File: src/rtl/uart_rx_os16.sv
// 16x-oversampled UART receiver: majority vote per bit, glitch-start rejection, framing check.
// Define UART_RX_PARITY_EN to add a parity bit between the data and the stop bit.
module uart_rx_os16 #(
   parameter int unsigned SYS_CLK_FREQ = 50_000_000,
   parameter int unsigned BAUDRATE     = 115200,
   parameter int unsigned PARITY_ODD   = 0
) (
   input  logic       sclk,
   input  logic       nrst,
   input  logic       rx,
   output logic [7:0] rx_byte,
   output logic       rx_done,
   output logic       frame_err,
   output logic       parity_err,
   output logic       busy
);

   localparam int unsigned TICK_MAX = SYS_CLK_FREQ / (BAUDRATE * 16) - 1;
   localparam int unsigned TickW    = (TICK_MAX > 0) ? $clog2(TICK_MAX + 1) : 1;
   localparam logic [TickW-1:0] TickMaxW = TickW'(TICK_MAX);

   typedef enum logic [2:0] {
      StIdle,
      StStart,
      StData,
`ifdef UART_RX_PARITY_EN
      StParity,
`endif
      StStop,
      StBreak
   } state_e;

   state_e           state_q, state_d;
   logic             rx_meta_q, rx_meta_d;
   logic             rx_s_q, rx_s_d;
   logic [TickW-1:0] tick_cnt_q, tick_cnt_d;
   logic [3:0]       smp_cnt_q, smp_cnt_d;
   logic             s7_q, s7_d, s8_q, s8_d, s9_q, s9_d;
   logic [2:0]       bit_idx_q, bit_idx_d;
   logic [7:0]       shreg_q, shreg_d;
   logic [7:0]       rx_byte_q, rx_byte_d;
   logic             rx_done_q, rx_done_d;
   logic             frame_err_q, frame_err_d;
   logic             busy_q, busy_d;

   logic counting;
   logic tick;
   logic decide;
   logic bit_val;

`ifdef UART_RX_PARITY_EN
   localparam logic ParOdd = (PARITY_ODD != 0);
   logic par_bit_q, par_bit_d;
   logic parity_err_q, parity_err_d;
`else
   logic unused_parity_odd;
   assign unused_parity_odd = (PARITY_ODD != 0);
`endif

   assign bit_val = (s7_q & s8_q) | (s7_q & s9_q) | (s8_q & s9_q);

   always_comb begin
      rx_meta_d   = rx;
      rx_s_d      = rx_meta_q;
      state_d     = state_q;
      tick_cnt_d  = tick_cnt_q;
      smp_cnt_d   = smp_cnt_q;
      s7_d        = s7_q;
      s8_d        = s8_q;
      s9_d        = s9_q;
      bit_idx_d   = bit_idx_q;
      shreg_d     = shreg_q;
      rx_byte_d   = rx_byte_q;
      rx_done_d   = 1'b0;
      frame_err_d = 1'b0;
      busy_d      = busy_q;
`ifdef UART_RX_PARITY_EN
      par_bit_d    = par_bit_q;
      parity_err_d = 1'b0;
`endif

      counting = (state_q != StIdle) && (state_q != StBreak);
      tick     = counting && (tick_cnt_q == TickMaxW);
      decide   = tick && (smp_cnt_q == 4'd10);

      if (!counting || tick) begin
         tick_cnt_d = '0;
      end else begin
         tick_cnt_d = tick_cnt_q + TickW'(1);
      end

      // Sample points straddle mid-bit; the vote is taken one tick later.
      if (tick) begin
         smp_cnt_d = smp_cnt_q + 4'd1;
         if (smp_cnt_q == 4'd7) s7_d = rx_s_q;
         if (smp_cnt_q == 4'd8) s8_d = rx_s_q;
         if (smp_cnt_q == 4'd9) s9_d = rx_s_q;
      end

      case (state_q)
         StIdle: begin
            if (!rx_s_q) begin
               state_d   = StStart;
               smp_cnt_d = 4'd0;
               busy_d    = 1'b1;
            end
         end
         StStart: begin
            if (decide) begin
               if (bit_val) begin
                  state_d = StIdle;
                  busy_d  = 1'b0;
               end else begin
                  state_d   = StData;
                  bit_idx_d = 3'd0;
               end
            end
         end
         StData: begin
            if (decide) begin
               shreg_d[bit_idx_q] = bit_val;
               if (bit_idx_q == 3'd7) begin
`ifdef UART_RX_PARITY_EN
                  state_d = StParity;
`else
                  state_d = StStop;
`endif
               end else begin
                  bit_idx_d = bit_idx_q + 3'd1;
               end
            end
         end
`ifdef UART_RX_PARITY_EN
         StParity: begin
            if (decide) begin
               par_bit_d = bit_val;
               state_d   = StStop;
            end
         end
`endif
         StStop: begin
            if (decide) begin
               if (bit_val) begin
                  rx_byte_d = shreg_q;
                  rx_done_d = 1'b1;
`ifdef UART_RX_PARITY_EN
                  parity_err_d = (par_bit_q != ((^shreg_q) ^ ParOdd));
`endif
                  state_d   = StIdle;
                  busy_d    = 1'b0;
               end else begin
                  frame_err_d = 1'b1;
                  state_d     = StBreak;
               end
            end
         end
         StBreak: begin
            // A line stuck low must release before another start edge is armed.
            if (rx_s_q) begin
               state_d = StIdle;
               busy_d  = 1'b0;
            end
         end
         default: begin
            state_d = StIdle;
            busy_d  = 1'b0;
         end
      endcase
   end

   always_ff @(posedge sclk or negedge nrst) begin
      if (!nrst) begin
         state_q     <= StIdle;
         rx_meta_q   <= 1'b1;
         rx_s_q      <= 1'b1;
         tick_cnt_q  <= '0;
         smp_cnt_q   <= 4'd0;
         s7_q        <= 1'b1;
         s8_q        <= 1'b1;
         s9_q        <= 1'b1;
         bit_idx_q   <= 3'd0;
         shreg_q     <= 8'h00;
         rx_byte_q   <= 8'hFF;
         rx_done_q   <= 1'b0;
         frame_err_q <= 1'b0;
         busy_q      <= 1'b0;
`ifdef UART_RX_PARITY_EN
         par_bit_q    <= 1'b0;
         parity_err_q <= 1'b0;
`endif
      end else begin
         state_q     <= state_d;
         rx_meta_q   <= rx_meta_d;
         rx_s_q      <= rx_s_d;
         tick_cnt_q  <= tick_cnt_d;
         smp_cnt_q   <= smp_cnt_d;
         s7_q        <= s7_d;
         s8_q        <= s8_d;
         s9_q        <= s9_d;
         bit_idx_q   <= bit_idx_d;
         shreg_q     <= shreg_d;
         rx_byte_q   <= rx_byte_d;
         rx_done_q   <= rx_done_d;
         frame_err_q <= frame_err_d;
         busy_q      <= busy_d;
`ifdef UART_RX_PARITY_EN
         par_bit_q    <= par_bit_d;
         parity_err_q <= parity_err_d;
`endif
      end
   end

   assign rx_byte   = rx_byte_q;
   assign rx_done   = rx_done_q;
   assign frame_err = frame_err_q;
   assign busy      = busy_q;
`ifdef UART_RX_PARITY_EN
   assign parity_err = parity_err_q;
`else
   assign parity_err = 1'b0;
`endif

`ifndef SYNTHESIS
   done_ferr_exclusive: assert property (@(posedge sclk) disable iff (!nrst)
      !(rx_done_q && frame_err_q));
`endif

endmodule
File: config.mk
export PLATFORM = sky130hd
export DESIGN_NAME = uart_rx_os16
export DESIGN_NICKNAME = d
export VERILOG_FILES = /design/src/rtl/uart_rx_os16.sv
export SDC_FILE = /design/constraint.sdc
export NUM_CORES = 1
export LEC_CHECK = 0
export BUFFER_PORTS_ARGS = -buffer_cell sky130_fd_sc_hd__buf_2
export CELL_PAD_IN_SITES_DETAIL_PLACEMENT = 1
export CELL_PAD_IN_SITES_GLOBAL_PLACEMENT = 1
export CORE_MARGIN = 1.5
export CORE_UTILIZATION = 40
export CTS_CLUSTER_SIZE = 25
export DETAILED_ROUTE_END_ITERATION = 12
export PLACE_DENSITY_LB_ADDON = 0.1
export REMOVE_ABC_BUFFERS = 1
export SLEW_MARGIN = 20
export SYNTH_ARGS = -nofsm -noshare
export SYNTH_HDL_FRONTEND = slang
export SYNTH_SLANG_ARGS = --single-unit
File: constraint.sdc
create_clock -name sclk -period 2.39 [get_ports sclk]
set_input_delay 0.478 -clock sclk [delete_from_list [all_inputs] [get_ports sclk]]
set_output_delay 0.478 -clock sclk [all_outputs]
set_load 0.005 [all_outputs]
# [Word-level counts from Yosys, hierarchy flattened]
# Cells that the tools add are included.
[totals] ff_bits=39 out_inout_bits=12 elab_cells=96
[op_classes] add_sub_neg=3 order_cmp=2 eq_ne=21 muxes=32 bitwise=6 reduce_logical=18
[ops] cell="two-way mux 3 bit" count=11
[ops] cell="!= test 2 bit, second input constant" count=8
[ops] cell="one-hot mux 3 bit (5 select lines)" count=1
[ops] cell="equality test 4 bit, second input constant" count=3
[ops] cell="two-way mux 4 bit" count=3
[ops] cell="two-way mux 1 bit" count=11
[ops] cell="AND reduction 5 bit" count=2
[ops] cell="bitwise mux 8 bit" count=1
[ops] cell="AND reduction 2 bit" count=4
[ops] cell="equality test 3 x 2 -> 1 bit, second input constant" count=2
[ops] cell="equality test 3 bit, second input constant" count=2
[ops] cell="one-hot mux 3 bit (2 select lines)" count=1
[ops] cell="AND reduction 6 bit" count=1
[ops] cell="adder 5 x 1 -> 5 bit, second input constant" count=1
[ops] cell="equality test 5 bit, second input constant" count=1
[ops] cell="two-way mux 5 bit" count=1
[ops] cell="adder 4 x 1 -> 4 bit, second input constant" count=1
[ops] cell="equality test 4 x 3 -> 1 bit, second input constant" count=1
[ops] cell="logical AND 1 bit" count=4
[ops] cell="< comparator 3 x 4 -> 1 bit, second input constant" count=1
[ops] cell="!= test 2 x 1 -> 1 bit, second input constant" count=2
[ops] cell="one-hot mux 1 bit (4 select lines)" count=1
[ops] cell="adder 3 x 1 -> 3 bit, second input constant" count=1
[ops] cell="AND 1 bit" count=3
[ops] cell="14 further kinds" count=15

# [Depth between registers and ports, before layout]
[depth] ltp_word=6 mapped_depth=6 mapped_depth_nobuf=6

# [Worst setup path after synthesis]
# Ideal clock, no wire load.
[synth_timing] path_kind="register to register" startpoint="register tick_cnt_q[0]" endpoint="register bit_idx_q[0]" setup_ns=0.125 arrival_time_ns=1.610 setup_slack_ns=0.655 path_stages_with_launch=7 path_buffers=0 period_less_slack_ns=1.735 cell_sequence="dfrtp_1 > inv_1 > ha_1 > nand4b_4 > nor4_1 > o21ai_2 > mux2_4"
[synth_between] elab_chain_cells=5 word_cells_on_any_way=6 cone_classes="eq/ne (3); reduce/logical (3)"
[synth_rtl] item="start: declaration" line="36" source="logic [TickW-1:0] tick_cnt_q, tick_cnt_d;"
[synth_rtl] item="start signal: assignment" line="195" source="tick_cnt_q <= tick_cnt_d;"
[synth_rtl] item="equality test 5 bit (*)" line="83" source="tick = counting && (tick_cnt_q == TickMaxW);"
[synth_rtl] item="logical AND 1 bit (*)" line="83"
[synth_rtl] item="logical AND 1 bit (*)" line="84" source="decide = tick && (smp_cnt_q == 4'd10);"
[synth_rtl] item="!= test 2 bit (no source line)"
[synth_rtl] item="AND reduction 5 bit (no source line) (*)"
[synth_rtl] item="end signal: assignment" line="200" source="bit_idx_q <= bit_idx_d;"
[synth_rtl] item="end: declaration" line="39" source="logic [2:0] bit_idx_q, bit_idx_d;"
# Every way passes the cells marked *; elsewhere a longest branch is shown, timed or not.
# A chain may end at the register's enable or synchronous reset.

# [Final worst setup path]
[layout_timing] startpoint="register tick_cnt_q[0]" endpoint="register shreg_q[3]"
[layout_between] elab_chain_cells=4
[layout_rtl] item="equality test 5 bit" line="83"
[layout_rtl] item="logical AND 1 bit" line="83"
[layout_rtl] item="logical AND 1 bit" line="84"
[layout_rtl] item="AND reduction 2 bit (no source line)"
[layout_rtl] item="end signal: assignment" line="201" source="shreg_q <= shreg_d;"
[layout_rtl] item="end: declaration" line="40" source="logic [7:0] shreg_q, shreg_d;"
# Every way passes these cells.

==> results.json <==
{
  "hold_buffers": 0,
  "setup_viol": 0,
  "rr_startpoint": "tick_cnt_q[0]",
  "hold_depth": 1,
  "avgSynthCellArea_um2": 12.4,
  "first_iter_violations": 28,
  "drv_cap": 0,
  "reg2regPathDepth": 6,
  "first_global_vias": 1293,
  "cts_setup_buffers": 0,
  "drtPass1Iterations": 3,
  "utilization": 0.468,
  "p_per_area_nw_per_um2": 561,
  "crit_arrival_ns": 2.08,
  "critPathCaptureType": "flop",
  "clk_pin_slew_worst_paths_ns": 0.07,
  "p_leak_nw": 1.03,
  "critPathTopFamily": "simple AND/OR/NAND/NOR gates",
  "fmax_ghz": 0.523,
  "netlist_instances": 158,
  "critPathMaxStageDelay_ns": 0.41,
  "rsz0062_at_grt": "false",
  "cts.sinks": 39,
  "grt_overflow": 0,
  "gp_congestion": 0.784,
  "antenna_found_initial": 0,
  "post_cts_resized": 0,
  "die_area_um2": 5330,
  "clockRootBuffer": "clkbuf_8",
  "period_share": 0.800,
  "min_to": "rx_meta_q",
  "worst_pin_slew_ns": 0.845,
  "syn2layout_area_growth_pct": 12.8,
  "synth_fa_ha_area_frac": 0.0613,
  "antenna_cells": 0,
  "cts_buffers": 5,
  "path_cells": "inv_1, ha_1, nand4b_4, nor4b_4, nand4_1, mux2_1",
  "yosysUniqueCellTypes": 42,
  "synthMuxAreaShare": 0.132,
  "die_y_um": 73.0,
  "yosys_warnings": 0,
  "reg2reg_slack_ns": 0.48,
  "cts_tree": "done",
  "drt-wirelength-per-cell_um": 15.0,
  "grt_max_degree": 40,
  "seq_area_frac_synth": 0.506,
  "htreeDepth": 2,
  "hold_viol": 0,
  "drive_gt1_frac": 0.383,
  "drtAntennaViolNets": 0,
  "vias_per_cell": 5.14,
  "port_buffers": 13,
  "r2r_end": "shreg_q[3]",
  "max-vdd-ir-drop_mv": 0.258,
  "wirelength_mm": 3.63,
  "slew_headroom": 0.437,
  "worst-path-max-fanout": 10,
  "outcome": "complete, no violations",
  "clk_latency_ns": 0.29,
  "start_kind": "flop",
  "fin_crit_ns": 1.91,
  "skew_ns": 0.00721,
  "grt_use_total": 0.155,
  "postSynthRegisterBits": 39,
  "fin_setup_tns_ns": 0,
  "hold_path.class": "in -> reg",
  "io_pins": 15,
  "die_w_um": 73.0,
  "synth-simple-area-share": 0.208,
  "dp_hpwl_mm": 2.71,
  "grt_pass1_wl_mm": 6.22,
  "path_class": "reg -> reg",
  "final_cells": 242,
  "synth_compound_area_frac": 0.0287,
  "synth_top_family_by_area": "simple AND/OR/NAND/NOR gates",
  "final_max_slew_viol_count": 0,
  "route.detailed.drc": 0,
  "fill_cells": 491,
  "hp-start": "rx",
  "netlist_area_um2": 1960,
  "dp_cells": 234,
  "vias": 1244,
  "final_nets": 185,
  "required_ns": 2.55,
  "rows": 25,
  "synth-xor-area-share": 0.0268,
  "cts.path.max_buffers": 2,
  "core_area_um2": 4720,
  "start_util": 0.415,
  "slowest_stage": "dfrtp_1",
  "cp_num_buf_inv": 1
}
## power by group
group	switching, mW	internal [mW]
sequential	0.00178	0.664
clock	0.220	0.338
combinational	0.0134	0.00190
total	0.236	1.00
## metal layers
layer,global-route usage,vias to the layer above,part of all wire
met2,0.273,16,0.54
met3,0.0290,4,0.026
met5,0,-,0
met1,0.184,636,0.42
met4,0.0629,0,0.015
li1,-,588,-
## kinds of logic (layout without fill, tap and decap cells)
logic type,Yosys count,after routing
and+or+nand+nor,56,56
buffers and inverters,15,32
DFF,39,39
xor gates and xnor gates,6,6
other,1,1
AOI/OAI and AO/OA,8,8
muxes,23,23
adders and majority gates,10,10
## stage by stage
step	hold slack, ns	cell area [um^2]	setup WS (ns)	power, mW
CTS	0.280	2210	0.448	1.26
global placement	0.348	2090	0.549	0.693
detailed placement	0.354	2090	0.482	0.694
finish	0.290	2210	0.477	1.24
global route	0.283	2210	0.331	1.28
floorplan	0.182	1920	0.655	0.678
## how the worst max path moves through the flow
stage                  start            to  cells after the start
2_1_floorplan  tick_cnt_q[0]  bit_idx_q[0]                      6
4_1_cts        tick_cnt_q[0]    shreg_q[3]                      6
3_3_place_gp   tick_cnt_q[0]    shreg_q[3]                      6
3_5_place_dp   tick_cnt_q[0]    shreg_q[3]                      6
6_report       tick_cnt_q[0]    shreg_q[3]                      6
5_1_grt        tick_cnt_q[0]  bit_idx_q[0]                      6
## cell type report
cell class,count,area [um^2],area share
Multi-Input combinational cell,104,898,0.407
Timing Repair Buffer,16,87.6,0.0396
Clock buffer,6,82.6,0.0374
Inverter,8,30.0,0.0136
Tap cell,67,83.8,0.0379
Clock inverter,2,35.0,0.0159
Sequential cell,39,992,0.449
## flip-flops by register name, summed over array words and instances, names as in the netlist
register / cells
smp_cnt_q: 4
tick_cnt_q: 5
s9_q: 1
rx_meta_q: 1
bit_idx_q: 3
rx_done: 1
state_q: 3
s7_q: 1
busy: 1
s8_q: 1
rx_byte: 8
shreg_q: 8
rx_s_q: 1
frame_err: 1
## layout by cell type, fill, tap and decap left out, drive strengths merged, types with 4 or more instances in the layout
cell type	count
xnor2	4
nor2	14
nand3	6
dfstp	13
dfrtp	26
nand4b	6
mux2	20
ha	8
nor3	6
o21ai	4
nand3b	4
inv	8
nand2	4
buf	16
clkbuf	6
## cells in the mapped netlist (all sizes together)
master / number / area [um^2]
nand4: 3 / 18.8
maj3: 2 / 20.0
buf: 2 / 18.8
nor4b: 1 / 23.8
nor3: 6 / 57.6
o21ai: 4 / 23.8
dfrtp: 26 / 651
nor4: 3 / 18.8
nor2: 14 / 55.1
a31o: 1 / 8.76
nand3: 6 / 30.0
nand3b: 4 / 30.0
and3b: 1 / 8.76
or3b: 1 / 11.3
xor2: 2 / 17.5
dfstp: 13 / 342
nor3b: 2 / 15.0
xnor2: 4 / 35.0
nand2: 4 / 15.0
a21oi: 1 / 5.00
nand4b: 6 / 82.6
ha: 8 / 100
conb: 1 / 3.75
mux2i: 3 / 30.0
nand2b: 2 / 12.5
a311o: 1 / 10.0
or2: 1 / 6.26
mux2: 20 / 229
a311oi: 1 / 8.76
and4b: 2 / 21.3
clkbuf: 5 / 20.0
inv: 8 / 30.0
Power figures use the tool's default switching activity.
